`src/rtl/shared_add_arbiter_pkg.sv`:
```
// Shared defaults and the round-robin search helper used by the adder arbiter
// and by other arbiters that need the same rotate/encode/rotate-back search.
package shared_add_arbiter_pkg;

    localparam int DEFAULT_N = 4;
    localparam int DEFAULT_W = 8;
    localparam int MAX_N     = 16;
    localparam int IDX_W     = 4;

    typedef logic [IDX_W-1:0] rr_idx_t;
    typedef logic [IDX_W:0]   rr_idx_ext_t;

    typedef struct packed {
        logic    found;
        rr_idx_t idx;
    } rr_pick_t;

    // Rotate the request vector so ptr lands at bit 0, take the lowest set bit,
    // then map that position back to an absolute index modulo n.
    function automatic rr_pick_t rr_pick(
        input logic [MAX_N-1:0] valid,
        input rr_idx_t          ptr,
        input int               n
    );
        logic [MAX_N-1:0] rot;
        rr_idx_ext_t      pos;
        rr_pick_t         res;
        rot = '0;
        res = '0;
        for (int k = 0; k < MAX_N; k++) begin
            if (k < n) begin
                pos = {1'b0, ptr} + rr_idx_ext_t'(k);
                if (pos >= rr_idx_ext_t'(n)) begin
                    pos = pos - rr_idx_ext_t'(n);
                end
                rot[k] = valid[pos[IDX_W-1:0]];
            end
        end
        for (int k = 0; k < MAX_N; k++) begin
            if (!res.found && rot[k]) begin
                pos = {1'b0, ptr} + rr_idx_ext_t'(k);
                if (pos >= rr_idx_ext_t'(n)) begin
                    pos = pos - rr_idx_ext_t'(n);
                end
                res.found = 1'b1;
                res.idx   = pos[IDX_W-1:0];
            end
        end
        return res;
    endfunction

endpackage

```
`src/rtl/shared_add_arbiter_coreir_add.sv`:
```
// Plain modular adder; carry-out is intentionally not exposed.
module coreir_add #(
    parameter int width = 8
) (
    input  logic [width-1:0] in0,
    input  logic [width-1:0] in1,
    output logic [width-1:0] out
);

    assign out = in0 + in1;

endmodule

```
`src/rtl/shared_add_arbiter.sv`:
```
// Round-robin sharing of a single adder between N requesters, with a one-deep
// registered result stage tagged by the winning requester index.
module shared_add_arbiter
    import shared_add_arbiter_pkg::*;
#(
    parameter int  N   = DEFAULT_N,
    parameter int  W   = DEFAULT_W,
    localparam int IDW = $clog2(N)
) (
    input  logic             CLK,
    input  logic             ASYNCRESETN,
    input  logic [N-1:0]     req_valid,
    output logic [N-1:0]     req_ready,
    input  logic [N*W-1:0]   req_a,
    input  logic [N*W-1:0]   req_b,
    output logic             rsp_valid,
    input  logic             rsp_ready,
    output logic [W-1:0]     rsp_data,
    output logic [IDW-1:0]   rsp_id
);

    logic             rsp_valid_q, rsp_valid_d;
    logic [W-1:0]     rsp_data_q,  rsp_data_d;
    logic [IDW-1:0]   rsp_id_q,    rsp_id_d;
    logic [IDW-1:0]   ptr_q,       ptr_d;

    logic [MAX_N-1:0] valid_ext;
    rr_pick_t         pick;
    logic             accept;
    logic             handshake;
    logic [W-1:0]     add_in0, add_in1, add_sum;

    always_comb begin
        valid_ext          = '0;
        valid_ext[N-1:0]   = req_valid;
        pick               = rr_pick(valid_ext, rr_idx_t'(ptr_q), N);
    end

    // Gating with the reset pin keeps req_ready low for the whole reset window,
    // not just after the first edge.
    assign accept    = !rsp_valid_q || rsp_ready;
    assign handshake = ASYNCRESETN && accept && pick.found;

    generate
        for (genvar gi = 0; gi < N; gi++) begin : g_ready
            assign req_ready[gi] = handshake && (pick.idx == rr_idx_t'(gi));
        end
    endgenerate

    always_comb begin
        add_in0 = '0;
        add_in1 = '0;
        for (int i = 0; i < N; i++) begin
            if (pick.idx == rr_idx_t'(i)) begin
                add_in0 = req_a[i*W +: W];
                add_in1 = req_b[i*W +: W];
            end
        end
    end

    coreir_add #(
        .width (W)
    ) u_add (
        .in0 (add_in0),
        .in1 (add_in1),
        .out (add_sum)
    );

    always_comb begin
        rsp_valid_d = rsp_valid_q;
        rsp_data_d  = rsp_data_q;
        rsp_id_d    = rsp_id_q;
        ptr_d       = ptr_q;
        if (handshake) begin
            rsp_valid_d = 1'b1;
            rsp_data_d  = add_sum;
            rsp_id_d    = pick.idx[IDW-1:0];
            ptr_d       = (pick.idx == rr_idx_t'(N-1)) ? '0
                        : pick.idx[IDW-1:0] + IDW'(1);
        end else if (rsp_valid_q && rsp_ready) begin
            rsp_valid_d = 1'b0;
        end
    end

    always_ff @(posedge CLK or negedge ASYNCRESETN) begin
        if (!ASYNCRESETN) begin
            rsp_valid_q <= 1'b0;
            rsp_data_q  <= '0;
            rsp_id_q    <= '0;
            ptr_q       <= '0;
        end else begin
            rsp_valid_q <= rsp_valid_d;
            rsp_data_q  <= rsp_data_d;
            rsp_id_q    <= rsp_id_d;
            ptr_q       <= ptr_d;
        end
    end

    assign rsp_valid = rsp_valid_q;
    assign rsp_data  = rsp_data_q;
    assign rsp_id    = rsp_id_q;

endmodule

```
`config.mk`:
```
export PLATFORM = sky130hd
export DESIGN_NAME = shared_add_arbiter
export DESIGN_NICKNAME = d
export VERILOG_FILES = /design/src/rtl/shared_add_arbiter_pkg.sv /design/src/rtl/shared_add_arbiter_coreir_add.sv /design/src/rtl/shared_add_arbiter.sv
export SDC_FILE = /design/constraint.sdc
export NUM_CORES = 1
export LEC_CHECK = 0
export ABC_AREA = 0
export BUFFER_PORTS_ARGS = -buffer_cell sky130_fd_sc_hd__buf_2
export CAP_MARGIN = 15
export CORE_ASPECT_RATIO = 0.9
export CORE_MARGIN = 5
export CORE_UTILIZATION = 47
export DETAILED_ROUTE_END_ITERATION = 7
export MAX_ROUTING_LAYER = met4
export PLACE_DENSITY = 0.88
export RECOVER_POWER = 50
export SKIP_CTS_REPAIR_TIMING = 1
export SLEW_MARGIN = 20
export SYNTH_ARGS = -nofsm -noshare
export SYNTH_HDL_FRONTEND = slang
export SYNTH_SLANG_ARGS = --single-unit
```
`constraint.sdc`:
```
create_clock -name CLK -period 6.1 [get_ports CLK]
set_clock_uncertainty 0.1 [all_clocks]
set_input_delay 0 -clock CLK [delete_from_list [all_inputs] [get_ports CLK]]
set_output_delay 0 -clock CLK [all_outputs]
set_load 0.02 [all_outputs]
```
After elaboration in Yosys (flattened, before gate mapping)
Cells that the tools add are included.

cells by class
  $add $sub $neg = 9
  $mul = 0
  div/mod/pow operators = 0
  order comparisons = 8
  equal/unequal tests = 3
  shift operators = 0
  muxes and demuxes = 27
  bitwise gates (word level) = 0
  reductions and logical operators = 17

operators with widths
  cell                                                        count
  two-way mux 8 bit                                           8
  less-than comparator 4 x 5 -> 1 bit, second input constant  4
  two-way mux 5 bit                                           4
  binary-select mux 1 bit (select 4 bit)                      4
  two-way mux 4 bit                                           4
  subtractor 3 x 3 -> 4 bit, second input constant            3
  logical AND 1 bit                                           10
  >= comparator 3 bit, second input constant                  3
  adder 8 bit                                                 1
  == test 4 x 2 -> 1 bit, second input constant               2
  adder 2 x 2 -> 3 bit, second input constant                 2
  two-way mux 1 bit                                           6
  == test 4 x 1 -> 1 bit, second input constant               1
  zero test 1 bit                                             4
  zero test 4 bit                                             1
  subtractor 2 x 3 -> 4 bit, second input constant            1
  adder 2 x 1 -> 3 bit, second input constant                 1
  >= comparator 2 x 3 -> 1 bit, second input constant         1
  adder 2 x 1 -> 2 bit, second input constant                 1
  two-way mux 2 bit                                           1
  nonzero test 2 bit                                          1
  logical OR 1 bit                                            1

storage, ports and cells
  register bits after elaboration = 13
  bits in latches = 0
  memory bits (writable) = 0
  memory bits (read-only) = 0
  output and inout port bits = 15
  logic and storage cells = 68
  memories kept = 0

Longest topological paths before layout
Gate-level depths: netlist (run 1).

  depth after elaboration = 20
  depth in mapped cells = 25
  mapped depth without buffers = 23

Hierarchy
Synthesis (run 1) repeated with hierarchy kept, for this count alone.

second synthesis, totals
  cells, all modules = 212
  area total of the unflattened synthesis = 1,747.9 um2

modules (own cells, without submodules)
  module              instances  cells an instance  area each (um2)  sequential area each (um2)
  shared_add_arbiter  1          170                1,416.4          325.3
  coreir_add          1          42                 331.6            0.0

Worst setup path after synthesis (run 1)
Ideal clock, no wire load.

  kind = register -> register
  start point = register ptr_q[0]
  end point = register rsp_data_q[6], in the netlist rsp_data[6]
  arrival time = 4,600 ps
  required time = 5,872 ps
  setup slack = 1,273 ps
  cell stages (with the launch flop) = 26
  cells stage by stage = dfrtp_1 > buf_6 > inv_1 > ha_1 > mux4_2 > nand2_1 > or3_1 > o21ai_0 > a211o_1 > ha_1 > clkbuf_1 > clkbuf_1 > nand2_1 > a21oi_1 > a21oi_1 > nor2_1 > a21oi_1 > nor2_1 > ha_1 > fa_1 > a21o_1 > a21oi_1 > o21bai_1 > a21oi_1 > xnor2_1 > mux2_1

RTL lines
  what                    RTL line                  source
  from (decl)             shared_add_arbiter.sv:25  logic [IDW-1:0] ptr_q, ptr_d;
  from (signal assigned)  shared_add_arbiter.sv:95  ptr_q <= ptr_d;
  to (signal assigned)    shared_add_arbiter.sv:93  rsp_data_q <= rsp_data_d;
  to (decl)               shared_add_arbiter.sv:23  logic [W-1:0] rsp_data_q, rsp_data_d;

==> results of run 1 <==
## sequential cells by signal, summed over array words and instances, names as in the netlist
name / cells
rsp_valid: 1
rsp_data: 8
rsp_id: 2
ptr_q: 2
## cell usage after synthesis (2+ instances only)
cell	count	area share [%]
xor2_1	4	2.0
a221oi_1	2	1.0
nand2_1	28	6.1
ha_1	16	12
mux2i_1	2	1.2
o21ai_1	6	1.8
nand2b_1	3	1.1
dfrtp_1	13	19
buf_2	2	0.58
nor2_1	36	7.9
nand3b_1	14	6.1
a21o_1	3	1.3
mux2_1	5	3.3
and2_1	5	1.8
o21ai_0	5	1.5
inv_1	5	1.1
a21oi_1	45	13
mux2_2	2	1.3
clkbuf_1	9	2.0
xnor2_1	6	3.1
mux4_2	2	2.6
## routing by layer
layer	track usage, %	up-vias
li1	-	978
met5	-	-
met2	36.06	49
met3	3.125	6
met4	4.072	0
met1	21.29	850
## critical path, cell delays in order (launching register included)
cell      delay (ps)
dfrtp_1          630
inv_1            200
ha_1             430
mux4_2           540
nand2_1           90
or3_1            100
o21ai_0           70
a211o_1          290
inv_1            100
ha_1             570
a21oi_1           90
a21oi_1          150
nor2_1            50
a21oi_1          130
nor2_1            60
ha_1             280
fa_1             480
a21o_1           170
a21oi_1          220
o21bai_1          90
a21oi_1          180
xnor2_1           70
mux2_1           270
## per-stage QoR
step / worst slack [ps] / hold WS [ps] / instances / util, % / area (um^2)
after detailed placement: 648.1 / -198.1 / 351 / 62.32 / 2152
after CTS: 620.5 / -458.0 / 355 / 63.62 / 2197
after global placement: 816.2 / -201.9 / 351 / 62.32 / 2152
after floorplan: 1273 / -395.6 / 233 / - / 1715
final: 616.3 / 147.6 / 357 / 63.91 / 2207
after global routing: 201.3 / 185.8 / 357 / 63.91 / 2207
## cell families (layout without fill, tap and decap cells)
kind of cell,Yosys count,in the layout
compound gates,70,70
xor+xnor,10,10
fa+ha+maj,17,17
buf+inv,19,99
flops,13,13
mux,11,11
simple gates,93,93
## layout make-up
class,count,area (um^2)
Clock buffer,4,45.04
Fill cell,317,1246
Inverter,5,18.77
Multi-Input combinational cell,201,1305
Sequential cell,13,325.3
Tap cell,44,55.05
Timing Repair Buffer,90,457.9
## worst paths after layout
kind / from / end / depth (start not counted)
worst max register to register: ptr_q[0]$_DFFE_PN0P_ / rsp_data[6]$_DFFE_PN0P_ / 22
worst min register to register: rsp_data[4]$_DFFE_PN0P_ / rsp_data[4]$_DFFE_PN0P_ / 2
worst max-delay path: ptr_q[0]$_DFFE_PN0P_ / rsp_data[6]$_DFFE_PN0P_ / 22
min in group asynchronous: ASYNCRESETN / rsp_data[5]$_DFFE_PN0P_ / 2
worst min-delay path: req_valid[0] / rsp_valid$_DFFE_PN0P_ / 5
max in group asynchronous: ASYNCRESETN / rsp_valid$_DFFE_PN0P_ / 2
==> impl_metrics.ini, run 1 <==
[outcome]
outcome = finished clean

[clock_tree]
clock_path_buffers = 2
cts.sinks = 13
htreeDepth = 1
clock_latency_ps = 230
cts.clk_slew.worst_paths_ps = 50
cts_inserted_buffers = 3
cts_tree = yes
root_buffer = clkbuf_8

[synth]
ys_ff_latch = 13
syn_inst = 233
syn_nets = 321
synth_edf_count = 0
ys_warn_count = 0
synth_area_um2 = 1715
async_flop_share_pct = 100.0
yosys.area_share.xor_xnor_pct = 5.106
ys_types = 41
synth_fa_ha_area_share_pct = 12.84
synth_top_family_by_area = simple AND/OR/NAND/NOR gates
synth-simple-area-share_pct = 26.62
ys_seq_area_share_pct = 18.96
synth_flop_cell = dfrtp_1
synth_compound_area_share_pct = 23.12
avgSynthCellArea_um2 = 7.362
muxShareOfSynthArea_pct = 8.388

[global_route]
grt_pass1_vias = 1877
antenna_found_initial = 0
grt_pass1_wl_um = 7486
grt.total_usage_pct = 19.22
grt_max_degree = 23
grt_overflow = 0

[sta]
slew_violations = 0
rsz0062_at_grt = false
setup_viol = 0
tns_ps = 0
fin_crit_sh_pct = 89.90
worstMarginPinSlew_ps = 772.3
relSlewSlack_pct = 48.13
hold_viol = 0
min_period_ps = 5484
max_freq_ghz = 0.1824

[final_layout]
drive_gt1_share_pct = 28.43
final_common_cell = buf_2
syn_to_final_growth_pct = 28.67
mostFrequentLayoutCells = 77 x buf_2, 45 x a21oi_1, 36 x nor2_1
antennaDiodeCount = 0
fin_nets = 402

[worst_setup_path]
required_ps = 6120
r2r_slack_ps = 620
end_kind = flop
cp_max_fo = 22
startpoint_type = flop
path_class = reg -> reg
worstPathArrival_ps = 5510

[floorplan]
initial_core_util_pct = 49.67
io_pins = 86
core-area_um2 = 3453
core.rowCount = 20
die_h_um = 67.32
die_w_um = 73.68
die_area_um2 = 4960

[detailed_routing]
highest_layer = met4
drtAntennaViolNets = 0
wl_met2_um = 2385
via_count = 1883
routed_wl_um = 4550
drc_errors = 0
routedLengthMet1_um = 1891
route.met3.wl_um = 228
drtIter0Drc = 58
viasPerCell = 5.275
wl_per_cell_um = 12.75
drtPass1Iterations = 4

[placed_design]
portBuffers = 85
dpl.hpwl_um = 3804
routabilityCongestion = 0.9730

[hold_path]
min_path_type = in -> reg

[job]
cap_violations = 0
Power of run 1 is not shown: default switching activity piles up to over one toggle a cycle in this logic, so the estimate is an artifact.
==> run 2, diff against run 1 <==
clock period = 5.8 ns   (was 6.1 ns; I/O delays follow)
==> impl_metrics.ini, run 2 (synthesis gave the netlist of run 1 again) <==
[worst_setup_path]
r2r_slack_ps = 540
worstPathArrival_ps = 5250
critical-path-top-delay-family = compound AO/OA/AOI/OAI gates
worstReg2RegEnd = rsp_data[7]$_DFFE_PN0P_
critical_path_depth = 22
startpoint_type = flop
cp_max_fo = 16
r2r_cells = 22
cp_num_buf_inv = 2
required_ps = 5790
worstPathCellList = inv_1, ha_1, mux4_2, nand2_1, or3_1, o21ai_0, a211o_1, inv_1, ha_1, nand3b_1, a21oi_1, a21oi_1, nor2_1, a21oi_1, nor2_1, ha_1, a21o_1, a211oi_1, nor2_1, o41ai_1, xor2_1, o21ai_1
cp_slowest_cell = mux4_2
path_class = reg -> reg
slowest_delay_ps = 540
r2r_start = ptr_q[1]$_DFFE_PN0P_
end_kind = flop

[global_route]
grt_pass1_wl_um = 7562
antenna_found_initial = 0
grt.total_usage_pct = 19.71
grt_overflow = 0
grt_max_degree = 24
grt_pass1_vias = 1792

[clock_tree]
root_buffer = clkbuf_8
htreeDepth = 1
cts.clk_slew.worst_paths_ps = 50
cts.sinks = 13
clock_path_buffers = 2
cts_tree = yes
cts_inserted_buffers = 3
clock_latency_ps = 230

[detailed_routing]
routed_wl_um = 4586
drtAntennaViolNets = 0
via_count = 1878
wl_per_cell_um = 12.81
drc_errors = 0
drtPass1Iterations = 4
viasPerCell = 5.246
drtIter0Drc = 89

[job]
cap_violations = 0

[final_layout]
largest_register_ffs = 8
drive_gt1_share_pct = 28.66
antennaDiodeCount = 0
final_common_cell = buf_2
multi_input_area_um2 = 1305
fin_nets = 403
fill_cells = 319
syn_to_final_growth_pct = 29.10
regArea_um2 = 325.3
mostFrequentLayoutCells = 77 x buf_2, 45 x a21oi_1, 36 x nor2_1

[placed_design]
dpl.hpwl_um = 3854
routabilityCongestion = 0.9644
place_ws_ps = 601.1
portBuffers = 85

[sta]
min_period_ps = 5260
worstMarginPinSlew_ps = 771.5
relSlewSlack_pct = 48.18
rsz0062_at_grt = false
hold_viol = 0
tns_ps = 0
worst_slack_ps = 540.3
max_freq_ghz = 0.1901
fin_crit_sh_pct = 90.68
hold_slack_ps = 164.5
setup_viol = 0
slew_violations = 0

[outcome]
outcome = finished clean

[hold_path]
holdPathStages = 5
whs_endpoint = rsp_valid$_DFFE_PN0P_
hp-start = req_valid[0]
min_path_type = in -> reg

[floorplan]
die_h_um = 67.32
core.rowCount = 20
initial_core_util_pct = 49.67
die_w_um = 73.68
io_pins = 86
die_area_um2 = 4960
core-area_um2 = 3453
## run 2: cell types whose count changed in the layout (fill, tap and decap cells not counted)
cell,before,now
buf_4,3,4
## run 2: metal layers
metal	track usage [%]	wire length, um	vias up	part of all wire [%]
li1	-	-	978	-
met1	23.94	1963	846	43
met2	34.96	2375	50	52
met3	3.274	216	4	4.7
met4	2.941	30	0	0.65
met5	-	0	-	0
## run 2: worst max-delay path by stage
stage          slack [ps]                 start                       to
3_5_place_dp          600  ptr_q[1]$_DFFE_PN0P_  rsp_data[6]$_DFFE_PN0P_
3_3_place_gp          750  ptr_q[1]$_DFFE_PN0P_  rsp_data[7]$_DFFE_PN0P_
4_1_cts               580  ptr_q[1]$_DFFE_PN0P_  rsp_data[6]$_DFFE_PN0P_
6_report              540  ptr_q[1]$_DFFE_PN0P_  rsp_data[7]$_DFFE_PN0P_
5_1_grt                80  ptr_q[1]$_DFFE_PN0P_  rsp_data[6]$_DFFE_PN0P_
2_1_floorplan         970  ptr_q[0]$_DFFE_PN0P_  rsp_data[6]$_DFFE_PN0P_
## run 2: through the flow
step                      instances  instance area, um^2  util (%)
final                           358                 2215     64.13
after global routing            358                 2215     64.13
after CTS                       356                 2205     63.84
after detailed placement        352                 2160     62.54
after global placement          352                 2160     62.54
after floorplan                 233                 1715         -
## run 2: final cells by class
cell class / count / area share [%]
inverter: 5 / 0.8475
clock buffer: 4 / 2.034
sequential: 13 / 14.69
tap: 44 / 2.486
timing repair buffer: 91 / 21.02
multi-input combinational: 201 / 58.93
## run 2: worst register-to-register path, delay by kind of cell, from the launching register on
family	cells	cell delay (ps)
adders and majority gates	3	1160
buffers and inverters	2	230
muxes	1	540
DFF	1	490
xor gates and xnor gates	1	200
AOI/OAI and AO/OA	9	1640
and+or+nand+nor	6	770
Power of run 2 is left out for the same reason.
